$ cat src/rtl/discharge_sequencer_if.sv
//------------------------------------------------------------------------------
// Module   : discharge_sequencer_if
// Brief    : Command/config inputs and gate-drive/status outputs of the EDM
//            discharge pulse sequencer, bundled as one interface.
// Revision : 1.0 - initial release
//------------------------------------------------------------------------------
`default_nettype none

interface discharge_sequencer_if;
  // Configuration from the SPI register block
  logic [15:0] cfg_ton_us;
  logic [15:0] cfg_toff_us;
  logic        cfg_single;
  // Commands and sensing
  logic        machine_start;
  logic        machine_stop;
  logic        single_req;
  logic        is_breakdown;
  // Gate drives and status
  logic        pulse_on;
  logic        deion_on;
  logic        operation_indicator;
  logic        will_single_discharge_indicator;
  logic        open_circuit;
  logic        cycle_done;
  logic [15:0] discharge_cnt;
  logic [2:0]  state;

  // Controller side (drives commands, observes status)
  modport master (
    output cfg_ton_us, cfg_toff_us, cfg_single,
    output machine_start, machine_stop, single_req, is_breakdown,
    input  pulse_on, deion_on, operation_indicator,
    input  will_single_discharge_indicator, open_circuit, cycle_done,
    input  discharge_cnt, state
  );

  // Sequencer side
  modport slave (
    input  cfg_ton_us, cfg_toff_us, cfg_single,
    input  machine_start, machine_stop, single_req, is_breakdown,
    output pulse_on, deion_on, operation_indicator,
    output will_single_discharge_indicator, open_circuit, cycle_done,
    output discharge_cnt, state
  );
endinterface

`default_nettype wire

$ cat src/rtl/discharge_sequencer.sv
//------------------------------------------------------------------------------
// Module   : discharge_sequencer
// Brief    : EDM pulse-cycle controller. Sequences gap-on, breakdown wait,
//            Ton discharge, dead time and Toff deionisation.
// Revision : 1.0 - initial release
//------------------------------------------------------------------------------
`default_nettype none

module discharge_sequencer #(
  parameter int CLK_PER_US      = 50,
  parameter int DEAD_TIME       = 10,   // must not exceed CLK_PER_US
  parameter int WAIT_TIMEOUT_US = 1000
) (
  input  wire logic             clk_in,
  input  wire logic             sys_rst_n,
  discharge_sequencer_if.slave  bus
);

  localparam int PRE_W = (CLK_PER_US > 1) ? $clog2(CLK_PER_US) : 1;
  // Dead time is timed on the prescaler alone, so it fits in one microsecond
  localparam logic [PRE_W-1:0] PRE_LAST  = PRE_W'(CLK_PER_US - 1);
  localparam logic [PRE_W-1:0] DEAD_LAST = PRE_W'(DEAD_TIME - 1);
  localparam logic [15:0]      WAIT_LAST = 16'(WAIT_TIMEOUT_US - 1);

  typedef enum logic [2:0] {
    S_IDLE      = 3'd0,
    S_DT_PRE    = 3'd1,
    S_WAIT_BD   = 3'd2,
    S_DISCHARGE = 3'd3,
    S_DT_POST   = 3'd4,
    S_DEION     = 3'd5
  } state_t;

  state_t           state_q, state_d;
  logic             running_q, running_d;
  logic             one_shot_q, one_shot_d;
  logic             single_prev_q, single_prev_d;
  logic [15:0]      ton_q, ton_d;
  logic [15:0]      toff_q, toff_d;
  logic [PRE_W-1:0] pre_q, pre_d;
  logic [15:0]      us_q, us_d;
  logic [15:0]      cnt_q, cnt_d;
  logic             pulse_on_q, pulse_on_d;
  logic             deion_on_q, deion_on_d;
  logic             will_q, will_d;
  logic             open_q, open_d;
  logic             done_q, done_d;

  logic single_rise;
  logic us_end;
  logic dead_end;
  logic ton_end;
  logic toff_end;
  logic wait_end;

  assign single_rise = bus.single_req & ~single_prev_q;
  assign us_end      = (pre_q == PRE_LAST);
  assign dead_end    = (pre_q == DEAD_LAST);
  assign ton_end     = us_end && (us_q == 16'(ton_q - 16'd1));
  assign toff_end    = us_end && (us_q == 16'(toff_q - 16'd1));
  assign wait_end    = us_end && (us_q == WAIT_LAST);

  // Next-state, timebase, config latch and registered-output decode
  always_comb begin
    state_d       = state_q;
    running_d     = running_q;
    one_shot_d    = one_shot_q;
    single_prev_d = bus.single_req;
    ton_d         = ton_q;
    toff_d        = toff_q;
    cnt_d         = cnt_q;
    open_d        = 1'b0;
    done_d        = 1'b0;

    // Stop has priority over a coincident start
    if (bus.machine_stop)       running_d = 1'b0;
    else if (bus.machine_start) running_d = 1'b1;

    case (state_q)
      S_IDLE: begin
        if (running_d) begin
          if (!bus.cfg_single) begin
            state_d = S_DT_PRE;
          end else if (single_rise) begin
            state_d    = S_DT_PRE;
            one_shot_d = 1'b1;
          end
        end
      end
      S_DT_PRE: begin
        if (bus.machine_stop) state_d = S_IDLE;
        else if (dead_end)    state_d = S_WAIT_BD;
      end
      S_WAIT_BD: begin
        // stop beats breakdown, breakdown beats timeout
        if (bus.machine_stop) begin
          state_d = S_DT_POST;
        end else if (bus.is_breakdown) begin
          state_d = S_DISCHARGE;
        end else if (wait_end) begin
          state_d = S_DT_POST;
          open_d  = 1'b1;
        end
      end
      S_DISCHARGE: begin
        // an aborted discharge is not counted
        if (bus.machine_stop) begin
          state_d = S_DT_POST;
        end else if (ton_end) begin
          state_d = S_DT_POST;
          cnt_d   = cnt_q + 16'd1;
        end
      end
      S_DT_POST: begin
        if (dead_end) state_d = S_DEION;
      end
      S_DEION: begin
        if (toff_end) begin
          done_d = 1'b1;
          if (running_d && !bus.cfg_single && !one_shot_q) state_d = S_DT_PRE;
          else                                             state_d = S_IDLE;
        end
      end
      default: state_d = S_IDLE;
    endcase

    if (state_d == S_IDLE) one_shot_d = 1'b0;

    // Ton/Toff are sampled once per cycle so mid-cycle edits cannot glitch a pulse
    if ((state_d == S_DT_PRE) && (state_q != S_DT_PRE)) begin
      ton_d  = (bus.cfg_ton_us  == 16'd0) ? 16'd1 : bus.cfg_ton_us;
      toff_d = (bus.cfg_toff_us == 16'd0) ? 16'd1 : bus.cfg_toff_us;
    end

    // Timebase restarts at every state entry
    if (state_d != state_q) begin
      pre_d = '0;
      us_d  = 16'd0;
    end else if (us_end) begin
      pre_d = '0;
      us_d  = us_q + 16'd1;
    end else begin
      pre_d = pre_q + PRE_W'(1);
      us_d  = us_q;
    end

    // Outputs decoded from the next state so they switch with the state register
    pulse_on_d = (state_d == S_WAIT_BD) || (state_d == S_DISCHARGE);
    deion_on_d = (state_d == S_DEION);
    will_d     = running_d && bus.cfg_single && (state_d == S_IDLE);
  end

  // State, counters and registered outputs
  always_ff @(posedge clk_in or negedge sys_rst_n) begin
    if (!sys_rst_n) begin
      state_q       <= S_IDLE;
      running_q     <= 1'b0;
      one_shot_q    <= 1'b0;
      single_prev_q <= 1'b0;
      ton_q         <= 16'd1;
      toff_q        <= 16'd1;
      pre_q         <= '0;
      us_q          <= 16'd0;
      cnt_q         <= 16'd0;
      pulse_on_q    <= 1'b0;
      deion_on_q    <= 1'b0;
      will_q        <= 1'b0;
      open_q        <= 1'b0;
      done_q        <= 1'b0;
    end else begin
      state_q       <= state_d;
      running_q     <= running_d;
      one_shot_q    <= one_shot_d;
      single_prev_q <= single_prev_d;
      ton_q         <= ton_d;
      toff_q        <= toff_d;
      pre_q         <= pre_d;
      us_q          <= us_d;
      cnt_q         <= cnt_d;
      pulse_on_q    <= pulse_on_d;
      deion_on_q    <= deion_on_d;
      will_q        <= will_d;
      open_q        <= open_d;
      done_q        <= done_d;
    end
  end

  assign bus.pulse_on                        = pulse_on_q;
  assign bus.deion_on                        = deion_on_q;
  assign bus.operation_indicator             = running_q;
  assign bus.will_single_discharge_indicator = will_q;
  assign bus.open_circuit                    = open_q;
  assign bus.cycle_done                      = done_q;
  assign bus.discharge_cnt                   = cnt_q;
  assign bus.state                           = state_q;

endmodule

`default_nettype wire

$ cat src/flat_wrapper.sv
// flat-port wrapper written by rule: the top's interface ports become plain ports
module discharge_sequencer_flat 
#(
  parameter int CLK_PER_US      = 50,
  parameter int DEAD_TIME       = 10,                                
  parameter int WAIT_TIMEOUT_US = 1000
)
  (clk_in, sys_rst_n, bus_cfg_ton_us, bus_cfg_toff_us, bus_cfg_single, bus_machine_start, bus_machine_stop, bus_single_req, bus_is_breakdown, bus_pulse_on, bus_deion_on, bus_operation_indicator, bus_will_single_discharge_indicator, bus_open_circuit, bus_cycle_done, bus_discharge_cnt, bus_state);
  discharge_sequencer_if bus_i ();
  input  wire logic clk_in;
  input  wire logic sys_rst_n;
  input wire logic [$bits(bus_i.cfg_ton_us)-1:0] bus_cfg_ton_us;
  input wire logic [$bits(bus_i.cfg_toff_us)-1:0] bus_cfg_toff_us;
  input wire logic [$bits(bus_i.cfg_single)-1:0] bus_cfg_single;
  input wire logic [$bits(bus_i.machine_start)-1:0] bus_machine_start;
  input wire logic [$bits(bus_i.machine_stop)-1:0] bus_machine_stop;
  input wire logic [$bits(bus_i.single_req)-1:0] bus_single_req;
  input wire logic [$bits(bus_i.is_breakdown)-1:0] bus_is_breakdown;
  output wire logic [$bits(bus_i.pulse_on)-1:0] bus_pulse_on;
  output wire logic [$bits(bus_i.deion_on)-1:0] bus_deion_on;
  output wire logic [$bits(bus_i.operation_indicator)-1:0] bus_operation_indicator;
  output wire logic [$bits(bus_i.will_single_discharge_indicator)-1:0] bus_will_single_discharge_indicator;
  output wire logic [$bits(bus_i.open_circuit)-1:0] bus_open_circuit;
  output wire logic [$bits(bus_i.cycle_done)-1:0] bus_cycle_done;
  output wire logic [$bits(bus_i.discharge_cnt)-1:0] bus_discharge_cnt;
  output wire logic [$bits(bus_i.state)-1:0] bus_state;
  assign bus_i.cfg_ton_us = bus_cfg_ton_us;
  assign bus_i.cfg_toff_us = bus_cfg_toff_us;
  assign bus_i.cfg_single = bus_cfg_single;
  assign bus_i.machine_start = bus_machine_start;
  assign bus_i.machine_stop = bus_machine_stop;
  assign bus_i.single_req = bus_single_req;
  assign bus_i.is_breakdown = bus_is_breakdown;
  assign bus_pulse_on = bus_i.pulse_on;
  assign bus_deion_on = bus_i.deion_on;
  assign bus_operation_indicator = bus_i.operation_indicator;
  assign bus_will_single_discharge_indicator = bus_i.will_single_discharge_indicator;
  assign bus_open_circuit = bus_i.open_circuit;
  assign bus_cycle_done = bus_i.cycle_done;
  assign bus_discharge_cnt = bus_i.discharge_cnt;
  assign bus_state = bus_i.state;
  discharge_sequencer #(.CLK_PER_US(CLK_PER_US), .DEAD_TIME(DEAD_TIME), .WAIT_TIMEOUT_US(WAIT_TIMEOUT_US)) u_core (.clk_in(clk_in), .sys_rst_n(sys_rst_n), .bus(bus_i));
endmodule
$ cat config.mk
export PLATFORM = sky130hd
export DESIGN_NAME = discharge_sequencer_flat
export DESIGN_NICKNAME = d
export VERILOG_FILES = /design/src/rtl/discharge_sequencer_if.sv /design/src/rtl/discharge_sequencer.sv /design/src/flat_wrapper.sv
export SDC_FILE = /design/constraint.sdc
export NUM_CORES = 1
export LEC_CHECK = 0
export ABC_AREA = 1
export ABC_CLOCK_PERIOD_IN_PS = 4000
export CAP_MARGIN = 10
export CORE_MARGIN = 2
export CORE_UTILIZATION = 45
export DETAILED_ROUTE_END_ITERATION = 8
export PLACE_DENSITY = 0.66
export SYNTH_ARGS = -nofsm -noshare
export SYNTH_HDL_FRONTEND = slang
export SYNTH_SLANG_ARGS = --single-unit
$ cat constraint.sdc
create_clock -name clk_in -period 4 [get_ports clk_in]
set_input_delay 0.8 -clock clk_in [delete_from_list [all_inputs] [get_ports clk_in]]
set_output_delay 0.8 -clock clk_in [all_outputs]
set_load 0.02 [all_outputs]
; ---- Word level (Yosys, flattened, before mapping)
; Index checks and enable logic that the tools add are counted.
[op_classes]
add_sub_neg = 5
eq_ne = 16
n_mux = 33
bitwise = 3
n_reduce_logical = 22
[ops]
columns = op, count
row1 = $mux 16, 4
row2 = $mux 3, 12
row3 = $add 16x1->16 const B, 2
row4 = $eq 16x16->1, 2
row5 = $logic_not 16->1, 2
row6 = $sub 16x1->16 const B, 2
row7 = $pmux 3 s6, 1
row8 = $eq 16x10->1 const B, 1
row9 = $mux 1, 14
row10 = $eq 3x2->1 const B, 4
row11 = $mux 6, 2
row12 = $reduce_bool 2->1, 5
row13 = $eq 3x3->1 const B, 3
row14 = $logic_and 1x1->1, 8
row15 = $add 6x1->6 const B, 1
row16 = $eq 3x1->1 const B, 2
row17 = $eq 6x4->1 const B, 1
row18 = $eq 6x6->1 const B, 1
row19 = $logic_not 3->1, 2
row20 = $reduce_and 4->1, 1
row21 = $ne 3x1->1 const B, 1
row22 = $ne 3x3->1, 1
row23 = $reduce_and 3->1, 1
row24 = $logic_not 1->1, 2
row25 = 3 further kinds, 4
[totals]
register_bits = 81
input_bits = 39
output_inout_bits = 25

; ---- Depth between registers and ports, before layout
[logic_depth]
word_depth = 10
ltp_mapped = 21

; ---- Least setup slack after synthesis
; Ideal clock, no wire load.
[synth_timing]
path_kind = register to register
startpoint = reg u_core.ton_q[0]
endpoint = reg u_core.toff_q[7]
setup_ns = 0.117
t_arrival_ns = 2.376
t_required_ns = 3.883
path_slack_ns = 1.507
stages_incl_launch_ff = 22
synth_period_minus_slack_ns = 2.493
cell_sequence = dfstp_2 inv_1 ha_1 inv_1 nand2_1 nand2_1 nor2_1 nand2_1 nor2_1 nand2_1 nor2_1 nand3_2 o21ai_4 nand3_2 clkinv_1 nand2_2 inv_4 nand2_2 buf_6 buf_6 nand2_1 nand2_1
[synth_via]
elab_chain_cells = 8
[synth_lines]
columns = element, line_no
row1 = "start, declared", discharge_sequencer.sv:38  ; logic [15:0] ton_q, ton_d;
row2 = "start signal, assigned", discharge_sequencer.sv:175  ; ton_q <= ton_d;
row3 = $sub 16x1->16, discharge_sequencer.sv:59  ; assign ton_end = us_end && (us_q == 16'(ton_q - 16'd1));
row4 = $eq 16x16->1, discharge_sequencer.sv:59
row5 = $logic_and 1x1->1, discharge_sequencer.sv:59
row6 = $mux 3, discharge_sequencer.sv:109  ; end else if (ton_end) begin
row7 = $mux 3, discharge_sequencer.sv:107  ; if (bus.machine_stop) begin
row8 = $pmux 3 s6, discharge_sequencer.sv:79  ; case (state_q)
row9 = named net u_core.state_d[1], discharge_sequencer.sv:34  ; state_t state_q, state_d;
row10 = $eq 3x1->1, discharge_sequencer.sv:130  ; if ((state_d == S_DT_PRE) && (state_q != S_DT_PRE)) begin
row11 = $logic_and 1x1->1, discharge_sequencer.sv:130
row12 = "end signal, assigned", discharge_sequencer.sv:176  ; toff_q <= toff_d;
row13 = "end, declared", discharge_sequencer.sv:39  ; logic [15:0] toff_q, toff_d;
; The timed path passes the listed nets, and every way through them passes these cells.
; A chain may end at the register's enable or synchronous reset.

; ---- Worst setup path after layout
[layout_timing]
startpoint = reg u_core.ton_q[0]
endpoint = reg u_core.toff_q[8]
; Same word-level chain as after synthesis.

==> results.json <==
{
  "grt_pass1_vias": 4679,
  "hold_viol": 0,
  "gp_congestion": 0.879,
  "start_kind": "flop",
  "grtUsageMet2": 0.346,
  "final_common_cell": "nand2_1",
  "fmax_ghz": 0.305,
  "rsz0062_at_grt": "false",
  "clock_power_share": 0.501,
  "total_power_mw": 1.78,
  "rows": 40,
  "ant_nets": 0,
  "synth-seq-area-share": 0.374,
  "synthTopCellsByArea": "dfrtp_1, nand2_1, nand3_1",
  "final_cell_mix": "nand2_1, nor2_1, inv_1, dfrtp_1, nand3_1",
  "whs_path_depth": 2,
  "power_density_mw_per_mm2": 276,
  "start_util": 0.457,
  "p_leak_nw": 3.23,
  "synth_top_area_share": 0.365,
  "crit_arrival_ps": 3510,
  "tritoncts": "done",
  "synth.ff_latch_count": 81,
  "sw_frac_of_total": 0.204,
  "insertion_delay_ps": 340,
  "drt_iter0_drc": 280,
  "grt_use_total": 0.218,
  "die_x_um": 114,
  "cts.sinks": 81,
  "synth_cell_types": 38,
  "first_pass_iters": 4,
  "critical_path.max_stage_delay_ps": 540,
  "r2r_cells": 18,
  "status": "finished, final reports clean",
  "slowest_stage": "dfstp_2",
  "comb_power_share": 0.039,
  "core_mm2": 0.0119,
  "crit_fanout": 39,
  "grt.busiest_layer": "met2",
  "nNetsFinal": 858,
  "setup_tns_ps": 0,
  "clk_pin_slew_ps": 60,
  "finalCriticalPeriod_ps": 3280,
  "path_cells": "inv_1 -> ha_1 -> inv_1 -> nand2_1 -> nand2_1 -> nor2_1 -> nand2_1 -> nor2_1 -> nand2_1 -> nor2_1 -> nand3_2 -> o21ai_4 -> nand3_2 -> clkinv_1 -> nand2_2 -> inv_4 -> nand2_2 -> o21a_1",
  "switchingPower_mw": 0.364,
  "grtUsageMet1": 0.293,
  "final_max_slew_viol_count": 0,
  "vias": 4930,
  "drt_wl_total_um": 13100,
  "critPathRequiredTime_ps": 4230,
  "final_area_mm2": 0.00646,
  "min_path_type": "flop to flop",
  "cts_setup_buffers": 0,
  "die-area_mm2": 0.0129,
  "seqPwrFrac": 0.460,
  "place_area_mm2": 0.00614,
  "crit_cells": 18,
  "area_growth_pct": 19.1,
  "netlist_area_mm2": 0.00542,
  "fin_crit_sh": 0.820,
  "vias_per_cell": 5.11,
  "clock_path_buffers": 2,
  "diodes": 0,
  "synth_area_per_cell_um2": 7.17,
  "yosys_warnings": 0,
  "mappedNetlistNets": 801,
  "netlist_instances": 756,
  "dp_hpwl_um": 10100,
  "drc": 0,
  "yosysTopAreaCell": "dfrtp_1",
  "grt_overflow_total": 0,
  "final_layout_size_suffix_gt1_frac": 0.0599,
  "crit_path_end_kind": "flop",
  "finalSetupViolations": 0,
  "antenna_found_initial": 0,
  "p_int_mw": 1.42,
  "post_drt_wl_per_cell_um": 13.5,
  "io_buffers": 63,
  "grt_first_pass_wirelength_um": 22300,
  "holdBufCountCts": 0,
  "grt_start_max_net_pins": 82,
  "cts_root_buffer": "clkbuf_16",
  "cp_common_cell": "nand2_1",
  "ctsResizeCount": 0,
  "worst_ir_drop_vdd_mv": 0.207,
  "cp_top_family": "simple AND/OR/NAND/NOR gates",
  "max_cap_violations": 0,
  "clock-skew-final_ps": 8.20,
  "use_met3": 0.0526,
  "tightest_slew_ps": 1030,
  "path_class": "flop to flop",
  "cts_max_level": 3,
  "ios": 64,
  "numCtsBuffers": 9,
  "die_y_um": 114,
  "slew_headroom": 0.313,
  "path_buf_inv": 4
}
==> registers in the layout (all words and copies together), names as in the netlist, 3 cells and up <==
signal,count
u_core.bus.discharge_cnt,16
u_core.us_q,16
u_core.bus.state,3
u_core.toff_q,16
u_core.pre_q,6
u_core.ton_q,16
==> metal layers <==
metal  vias to the layer above  wire length (µm)
li1                       2519                 -
met3                        24               601
met2                        93              5990
met5                         -                 0
met4                         0               283
met1                      2294              6190
==> cell families after synthesis <==
family	count (synthesis)	synth area share
buffers and inverters	104	0.0808
xor gates and xnor gates	64	0.107
DFF	81	0.374
adders and majority gates	6	0.0138
and+or+nand+nor	474	0.390
AOI/OAI and AO/OA	27	0.0337
==> area by class of cell <==
| type | instances | area (µm²) |
|---|---|---|
| clock buffers | 11 | 243 |
| clock inverters | 5 | 78.8 |
| fillers | 1164 | 5400 |
| inverters | 84 | 318 |
| multi-input cells | 571 | 2960 |
| flip-flops and latches | 81 | 2030 |
| well taps | 147 | 184 |
| repair buffers | 66 | 651 |
==> path summary, 6_finish.rpt <==
check                                  from           endpoint  slack, ps
setup / recovery            u_core.ton_q[0]   u_core.toff_q[8]        720
hold / removal             u_core.toff_q[1]   u_core.toff_q[1]        480
setup reg to reg            u_core.ton_q[0]   u_core.toff_q[8]        720
hold reg to reg            u_core.toff_q[1]   u_core.toff_q[1]        480
max in group asynchronous         sys_rst_n  u_core.one_shot_q       2700
min in group asynchronous         sys_rst_n  u_core.toff_q[10]        640
==> cell usage after synthesis, drive strengths merged <==
library cell  number
clkinv             1
nand3             82
nor4              16
xnor2             20
and2               3
nand2            226
nand3b             5
o21a               6
and3               1
o21bai             1
buf               15
dfstp              2
dfrtp             79
nor2             110
ha                 6
o211ai             2
a41oi              2
a21oi              5
clkbuf             5
xnor3              1
o31ai              1
nand4             15
inv               83
xor2              43
nor3              16
o21ai             10
==> metrics by stage <==
| stage | util | hold slack, ps | setup slack, ps | instances |
|---|---|---|---|---|
| after floorplan | - | 442 | 1510 | 756 |
| after detailed placement | 0.517 | 462 | 562 | 949 |
| after CTS | 0.545 | 477 | 636 | 965 |
| after global placement | 0.517 | 463 | 619 | 949 |
| final | 0.545 | 478 | 718 | 965 |
| after global routing | 0.545 | 505 | 333 | 965 |
==> power by group through the flow <==
stage                     Combinational, mW  Sequential (mW)  Clock [mW]
final                                0.0692            0.821       0.893
after global placement               0.0697            0.836           0
after CTS                            0.0708            0.821       0.912
after floorplan                     0.00605            0.837           0
after global routing                 0.0763            0.821       0.951
after detailed placement             0.0704            0.836           0
==> worst reg2reg max path, stage by stage (launching register included) <==
cell	delay, ps
dfstp_2	540
inv_1	60
ha_1	300
inv_1	40
nand2_1	50
nand2_1	40
nor2_1	150
nand2_1	70
nor2_1	100
nand2_1	70
nor2_1	120
nand3_2	110
o21ai_4	230
nand3_2	110
clkinv_1	70
nand2_2	60
inv_4	220
nand2_2	460
o21a_1	350
No activity file was read; power rests on OpenSTA's default activity.
